[src/rtl/cp0_excpt_src.sv]
// cp0_excpt_src: CP0 Count/Compare/Status/Cause/EPC registers and exception source
// Ports: clk, rst (async active-high); we/waddr/wdata mtc0 write; raddr/rdata mfc0 read;
//        pc, is_syscall, is_eret from the current stage; excptype one-hot event,
//        epc current EPC, timer_int pending Cause.TI.
// Optional: define CP0_CNT_DIV2_EN to make Count advance every second clock.
module cp0_excpt_src #(
    parameter logic [31:0] COUNT_INIT   = 32'h0,
    parameter logic [31:0] COMPARE_INIT = 32'h0
) (
    input  logic        clk,
    input  logic        rst,
    input  logic        we,
    input  logic [4:0]  waddr,
    input  logic [31:0] wdata,
    input  logic [4:0]  raddr,
    output logic [31:0] rdata,
    input  logic [31:0] pc,
    input  logic        is_syscall,
    input  logic        is_eret,
    output logic [31:0] excptype,
    output logic [31:0] epc,
    output logic        timer_int
);
    logic [31:0] count, compare, epc_r;
    logic        ie, exl, im7, ti, tick;
    logic [4:0]  exccode;
    logic        wr_count, wr_cmp, wr_status, wr_epc, evt;

    assign wr_count  = we && waddr == 5'd9;
    assign wr_cmp    = we && waddr == 5'd11;
    assign wr_status = we && waddr == 5'd12;
    assign wr_epc    = we && waddr == 5'd14;

    assign excptype  = is_eret ? 32'h4 : is_syscall ? 32'h2 : (ti && im7 && ie && !exl) ? 32'h1 : 32'h0;
    assign evt       = |excptype;
    assign epc       = epc_r;
    assign timer_int = ti;

`ifdef CP0_CNT_DIV2_EN
    // Count and the timer compare only act on edges where the toggle is set
    logic tog;
    assign tick = tog;
    always_ff @(posedge clk or posedge rst)
        if (rst) tog <= 1'b0;
        else     tog <= wr_count ? 1'b0 : ~tog;
`else
    assign tick = 1'b1;
`endif

    always_ff @(posedge clk or posedge rst) begin
        if (rst) begin
            count   <= COUNT_INIT;
            compare <= COMPARE_INIT;
            ie      <= 1'b0;
            exl     <= 1'b0;
            im7     <= 1'b0;
            ti      <= 1'b0;
            exccode <= 5'd0;
            epc_r   <= 32'h0;
        end else begin
            count   <= wr_count ? wdata : count + {31'b0, tick};
            compare <= wr_cmp ? wdata : compare;
            // a Compare write clears TI and beats a same-edge match
            ti      <= wr_cmp ? 1'b0 : ti | (tick && count == compare && compare != 32'h0);
            ie      <= wr_status ? wdata[0] : ie;
            im7     <= wr_status ? wdata[15] : im7;
            // events own EXL/EPC/ExcCode over a concurrent mtc0
            exl     <= excptype[2] ? 1'b0 : evt ? 1'b1 : wr_status ? wdata[1] : exl;
            exccode <= excptype[1] ? 5'd8 : excptype[0] ? 5'd0 : exccode;
            epc_r   <= excptype[2] ? epc_r :
                       excptype[1] ? (exl ? epc_r : pc + 32'd4) :
                       excptype[0] ? pc :
                       wr_epc ? wdata : epc_r;
        end
    end

    always_comb
        rdata = raddr == 5'd9  ? count :
                raddr == 5'd11 ? compare :
                raddr == 5'd12 ? {16'b0, im7, 13'b0, exl, ie} :
                raddr == 5'd13 ? {1'b0, ti, 14'b0, ti, 8'b0, exccode, 2'b0} :
                raddr == 5'd14 ? epc_r : 32'h0;
endmodule
[config.mk]
export PLATFORM = sky130hd
export DESIGN_NAME = cp0_excpt_src
export DESIGN_NICKNAME = d
export VERILOG_FILES = /design/src/rtl/cp0_excpt_src.sv
export SDC_FILE = /design/constraint.sdc
export NUM_CORES = 1
export LEC_CHECK = 0
export ABC_CLOCK_PERIOD_IN_PS = 4500
export CAP_MARGIN = 15
export CORE_ASPECT_RATIO = 0.7
export CORE_MARGIN = 2
export CORE_UTILIZATION = 54
export CTS_CLUSTER_DIAMETER = 50
export DETAILED_ROUTE_END_ITERATION = 10
export GPL_TIMING_DRIVEN = 0
export PLACE_DENSITY = 0.95
export REMOVE_ABC_BUFFERS = 1
export SLEW_MARGIN = 10
export SYNTH_ARGS = -nofsm -noshare
export SYNTH_HDL_FRONTEND = slang
export SYNTH_SLANG_ARGS = --single-unit
[constraint.sdc]
create_clock -name clk -period 4.5 [get_ports clk]
set_input_delay 0.45 -clock clk [delete_from_list [all_inputs] [get_ports clk]]
set_output_delay 0.45 -clock clk [all_outputs]
set_load 0.01 [all_outputs]
### Word-level counts from Yosys, hierarchy flattened

Cells that the tools add are included.

* flip-flop bits (word level): 105
* input port bits: 79
* output and inout port bits: 97
* word-level logic and storage cells: 57

* $add $sub $neg: 2
* equality and inequality tests: 11
* mux-type cells: 19
* bitwise logic cells: 2
* reductions and logical operators: 15

Operator list (count)
* 2-to-1 mux 32 bit: 10
* equality test 5 x 4 -> 1 bit (second input constant): 9
* adder 32 x 1 -> 32 bit (second input constant): 1
* adder 32 x 3 -> 32 bit (second input constant): 1
* equality test 32 bit: 1
* nonzero test 32 bit: 1
* OR reduction 32 bit: 1
* 2-to-1 mux 5 bit: 2
* logical AND 1 bit: 8
* nonzero test 3 bit: 2
* 2-to-1 mux 1 bit: 5
* 2-to-1 mux 3 bit: 1
* AND reduction 3 bit: 1
* 2-to-1 mux 2 bit: 1
* != test 2 bit (second input constant): 1
* nonzero test 2 bit: 1
* zero test 1 bit: 1
* NOT 1 bit: 1
* bitwise OR 1 bit: 1

### Logic depth before layout (Yosys ltp)

* word-level depth: 9
* depth in mapped cells: 8

### Worst setup path before layout

OpenSTA, ideal clock, no wires.

* kind: input to output
* start: input port raddr[3]
* end: output port rdata[10]
* data arrival time: 1.665 ns
* data required time: 4.050 ns
* setup slack: 2.385 ns
* stages on the path: 7
* path buffers: 2
* cell sequence: nor2b_1 > nand2_1 > nor3_1 > clkbuf_1 > buf_1 > nand2_1 > o21ai_0

* cells in the longest elaborated chain, start to end: 6

Ends and longest elaborated chain
* from (decl): line 15 `input logic [4:0] raddr,`
* equality test 5 x 4 -> 1 bit: line 82 `raddr == 5'd14 ? epc_r : 32'h0;`
* 2-to-1 mux 32 bit: line 82
* 2-to-1 mux 32 bit: line 81 `raddr == 5'd13 ? {1'b0, ti, 14'b0, ti, 8'b0, exccode, 2'b0} :`
* 2-to-1 mux 32 bit: line 80 `raddr == 5'd12 ? {16'b0, im7, 13'b0, exl, ie} :`
* 2-to-1 mux 32 bit: line 79 `raddr == 5'd11 ? compare :`
* 2-to-1 mux 32 bit (*): line 78 `rdata = raddr == 5'd9 ? count :`
* to (decl): line 16 `output logic [31:0] rdata,`

Every way passes the cells marked *; elsewhere a longest branch is shown, timed or not.

### Worst setup path after layout

* start: input port is_eret
* end: register epc_r[9] (netlist: epc[9])

* cells in the longest elaborated chain, start to end: 3

Ends and longest elaborated chain
* from (decl): line 19 `input logic is_eret,`
* 2-to-1 mux 3 bit (*): line 34 `assign excptype = is_eret ? 32'h4 : is_syscall ? 32'h2 : (ti && im7 && ie && !exl) ? 32'h1 : 32'h0;`
* != test 2 bit (no source line) (tied with other cells)
* AND reduction 3 bit (no source line) / 2-to-1 mux 32 bit (equally long branches)
* to (signal assigned): line 70 `epc_r <= excptype[2] ? epc_r :`
* to (decl): line 24 `logic [31:0] count, compare, epc_r;`

Marked as above.
A chain may end at the register's enable or synchronous reset.

==> impl_metrics.py <==
metrics = {
    "setup_path": {
        "startpoint_type": "input port",
        "cpPeakStageDelay_ns": 1.12,
        "cp-end-kind": "register",
        "cp_max_fo": 24,
        "cpMaxStageDelayCell": "nor2_1",
        "arrival_ns": 4.27,
        "cp_cell_sequence": "clkdlybuf4s50_1 -> nand2b_1 -> inv_1 -> nor2_1 -> a221oi_1 -> o21ai_0",
        "required_ns": 4.78,
        "crit_type": "in -> reg",
    },
    "sta": {
        "rsz0062_at_grt": "false",
        "slew_violations": 0,
        "final_hold_viol_count": 0,
        "tightest_slew_ns": 1.20,
        "fin_tns_setup_ns": 0,
        "setup_viol": 0,
        "fin_crit_ns": 3.99,
        "max_freq_ghz": 0.251,
        "skew_ns": 0.0100,
        "finalCritPeriodShare_pct": 88.6,
        "slew_headroom_pct": 19.9,
    },
    "route": {
        "drc": 0,
        "viasPerCell": 6.53,
        "dr_wl_met3_um": 3100,
        "routedWlPerCell_um": 22.1,
        "dr_wl_met2_um": 10000,
        "top_layer": "met5",
        "drt_pre_antenna_iters": 8,
        "vias": 6776,
        "drt-met1-wl_um": 9150,
        "wl_um": 23000,
        "drt-initial-drc-count": 720,
        "ant_nets": 0,
    },
    "synthesis": {
        "ys_seq_elements": 101,
        "synthFlopType": "dfrtp_1",
        "synth.avg_cell_area_sq_um": 9.06,
        "syn_inst": 751,
        "synth_cell_types": 64,
        "yosysSeqAreaShare_pct": 37.1,
        "synth-edff-count": 0,
        "synth_warnings": 0,
        "synth_area_sq_mm": 0.00681,
        "async_flop_share_pct": 100,
    },
    "clock_tree": {
        "cts_made_buffers": 9,
        "path_clk_slew_ns": 0.08,
        "cts-resized-gates": 0,
        "clkLatencyLatePin_ns": 0.36,
        "holdBufCountCts": 0,
        "clock_path_buffers": 2,
        "post-cts-setup-buffers": 0,
        "cts_max_level": 3,
        "cts_tree": "done",
        "cts-root-buf": "clkbuf_16",
        "numClockSinks": 101,
    },
    "grt": {
        "overflow": 0,
        "grt_use_total_pct": 34.0,
        "grt_start_max_net_pins": 61,
        "grt_pass1_vias": 6544,
        "grt_pass1_wl_um": 36200,
        "antenna_found_initial": 0,
    },
    "power_and_ir_drop": {
        "pwr_density_cell_mw_per_mm2": 378,
        "ir_drop_v": 0.000267,
        "leakage_uw": 0.00357,
    },
    "finish": {
        "antenna_cells_inserted": 0,
        "drive_above_1_share_pct": 9.47,
        "nNetsFinal": 952,
        "area_growth_syn_to_layout_pct": 26.7,
        "final_area_sq_mm": 0.00863,
        "final_util_pct": 69.7,
        "fin_cells": 1038,
        "final_common_cell": "clkdlybuf4s50_1",
        "layout_common_cells": "clkdlybuf4s50_1, dfrtp_1, nand2_1",
    },
    "floorplanning": {
        "fp.dieW_um": 138,
        "row_count": 34,
        "ios": 176,
        "core_area_sq_mm": 0.0124,
        "initial_core_util_pct": 55.0,
        "die_h_um": 97.9,
        "dieArea_sq_mm": 0.0135,
    },
    "worst_hold_path": {
        "hold_path.class": "in -> async",
    },
    "placed_design": {
        "dp.cells": 1022,
        "place.gp.congestion": 0.963,
        "portBuffers": 146,
        "placed_area_sq_mm": 0.00835,
        "post-dp-hpwl_um": 16900,
    },
    "outcome": {
        "outcome": "finished, final reports clean",
    },
    "flow_run": {
        "cap_viol_max_count": 0,
    },
}
## synth_stat cells (3+ instances only)
cell type / n / area share [%]
buf_4: 32 / 3.5
xor2_1: 40 / 5.1
nand2b_1: 5 / 0.46
nand3_1: 23 / 1.7
a31oi_1: 6 / 0.55
mux2_2: 35 / 5.8
o21ai_0: 41 / 3.0
nand4_1: 19 / 1.7
a22oi_1: 3 / 0.33
mux2i_1: 42 / 6.2
nand3b_1: 6 / 0.66
nor2b_1: 4 / 0.37
buf_1: 5 / 0.28
nor4_1: 21 / 1.9
o22ai_1: 10 / 0.92
and4_1: 5 / 0.64
or3_1: 3 / 0.28
nor4_2: 4 / 0.74
nor3_1: 23 / 1.7
o31ai_1: 11 / 1.2
and3_1: 6 / 0.55
nor2_1: 62 / 3.4
dfrtp_1: 101 / 37
clkbuf_1: 27 / 1.5
xnor2_1: 27 / 3.5
a221o_1: 10 / 1.5
nand2_1: 73 / 4.0
buf_2: 9 / 0.66
nor4_4: 3 / 0.94
a21oi_1: 39 / 2.9
inv_1: 11 / 0.61
## where the power goes
| part | internal, uW | total [uW] | switching, uW |
|---|---|---|---|
| clock | 379 | 754 | 375 |
| combinational | 523 | 1010 | 483 |
| sequential | 1130 | 1500 | 372 |
| total | 2030 | 3260 | 1230 |
## logic make-up (layout without fill, tap and decap cells)
kind of cell | Yosys count | in the layout | share of synthesized area [%]
DFF | 101 | 101 | 37.1
muxes | 77 | 77 | 12.0
xor gates and xnor gates | 67 | 67 | 8.62
buffers and inverters | 87 | 184 | 6.95
adders and majority gates | 2 | 2 | 0.368
other | 1 | 29 | 0.0551
and+or+nand+nor | 268 | 268 | 21.0
AOI/OAI and AO/OA | 148 | 148 | 14.0
## state kept, by name, indices dropped and copies added, names as in the netlist
signal,flops
compare,32
timer_int,1
im7,1
exl,1
exccode,1
ie,1
epc,32
count,32
## metrics by stage
stage / total power (uW) / setup WS, ns / hold slack (ns)
after CTS: 3210 / 0.700 / 0.508
after global routing: 3390 / 0.338 / 0.524
after floorplan: 1980 / 1.22 / 0.447
final: 3260 / 0.515 / 0.507
after detailed placement: 2470 / 0.360 / 0.482
after global placement: 2400 / -2.81 / 0.461
## critical path: cells and delay by family
kind / cells / cell delay, ns
AO/OA/AOI/OAI: 2 / 0.45
AND/OR/NAND/NOR: 2 / 1.94
buffers and inverters: 2 / 1.41
## final cells by class
| class | instances | area, sq um |
|---|---|---|
| multi-input cells | 591 | 3930 |
| fillers | 919 | 3750 |
| flip-flops and latches | 101 | 2530 |
| repair buffers | 156 | 1650 |
| clock buffers | 10 | 229 |
| well taps | 162 | 203 |
| clock inverters | 6 | 48.8 |
| inverters | 12 | 47.5 |
## layer usage
| layer | vias up | GRT usage [%] |
|---|---|---|
| met5 | - | 0 |
| met4 | 2 | 9.97 |
| met3 | 65 | 12.4 |
| met2 | 537 | 50.6 |
| met1 | 3262 | 46.8 |
| li1 | 2910 | - |
## final timing paths
check	from	end	slack, ns	cells past startpoint
worst max-delay path	is_eret	epc[9]$_DFFE_PP0P_	0.51	6
min in group clk	exccode[3]$_DFFE_PP0P_	exccode[3]$_DFFE_PP0P_	0.51	2
worst min register to register	exccode[3]$_DFFE_PP0P_	exccode[3]$_DFFE_PP0P_	0.51	2
worst max register to register	timer_int$_DFF_PP0_	epc[9]$_DFFE_PP0P_	1.00	6
max in group asynchronous	rst	count[29]$_DFF_PP0_	3.28	3
worst min-delay path	rst	epc[7]$_DFFE_PP0P_	0.51	2
(Power assumes the default switching activity.)
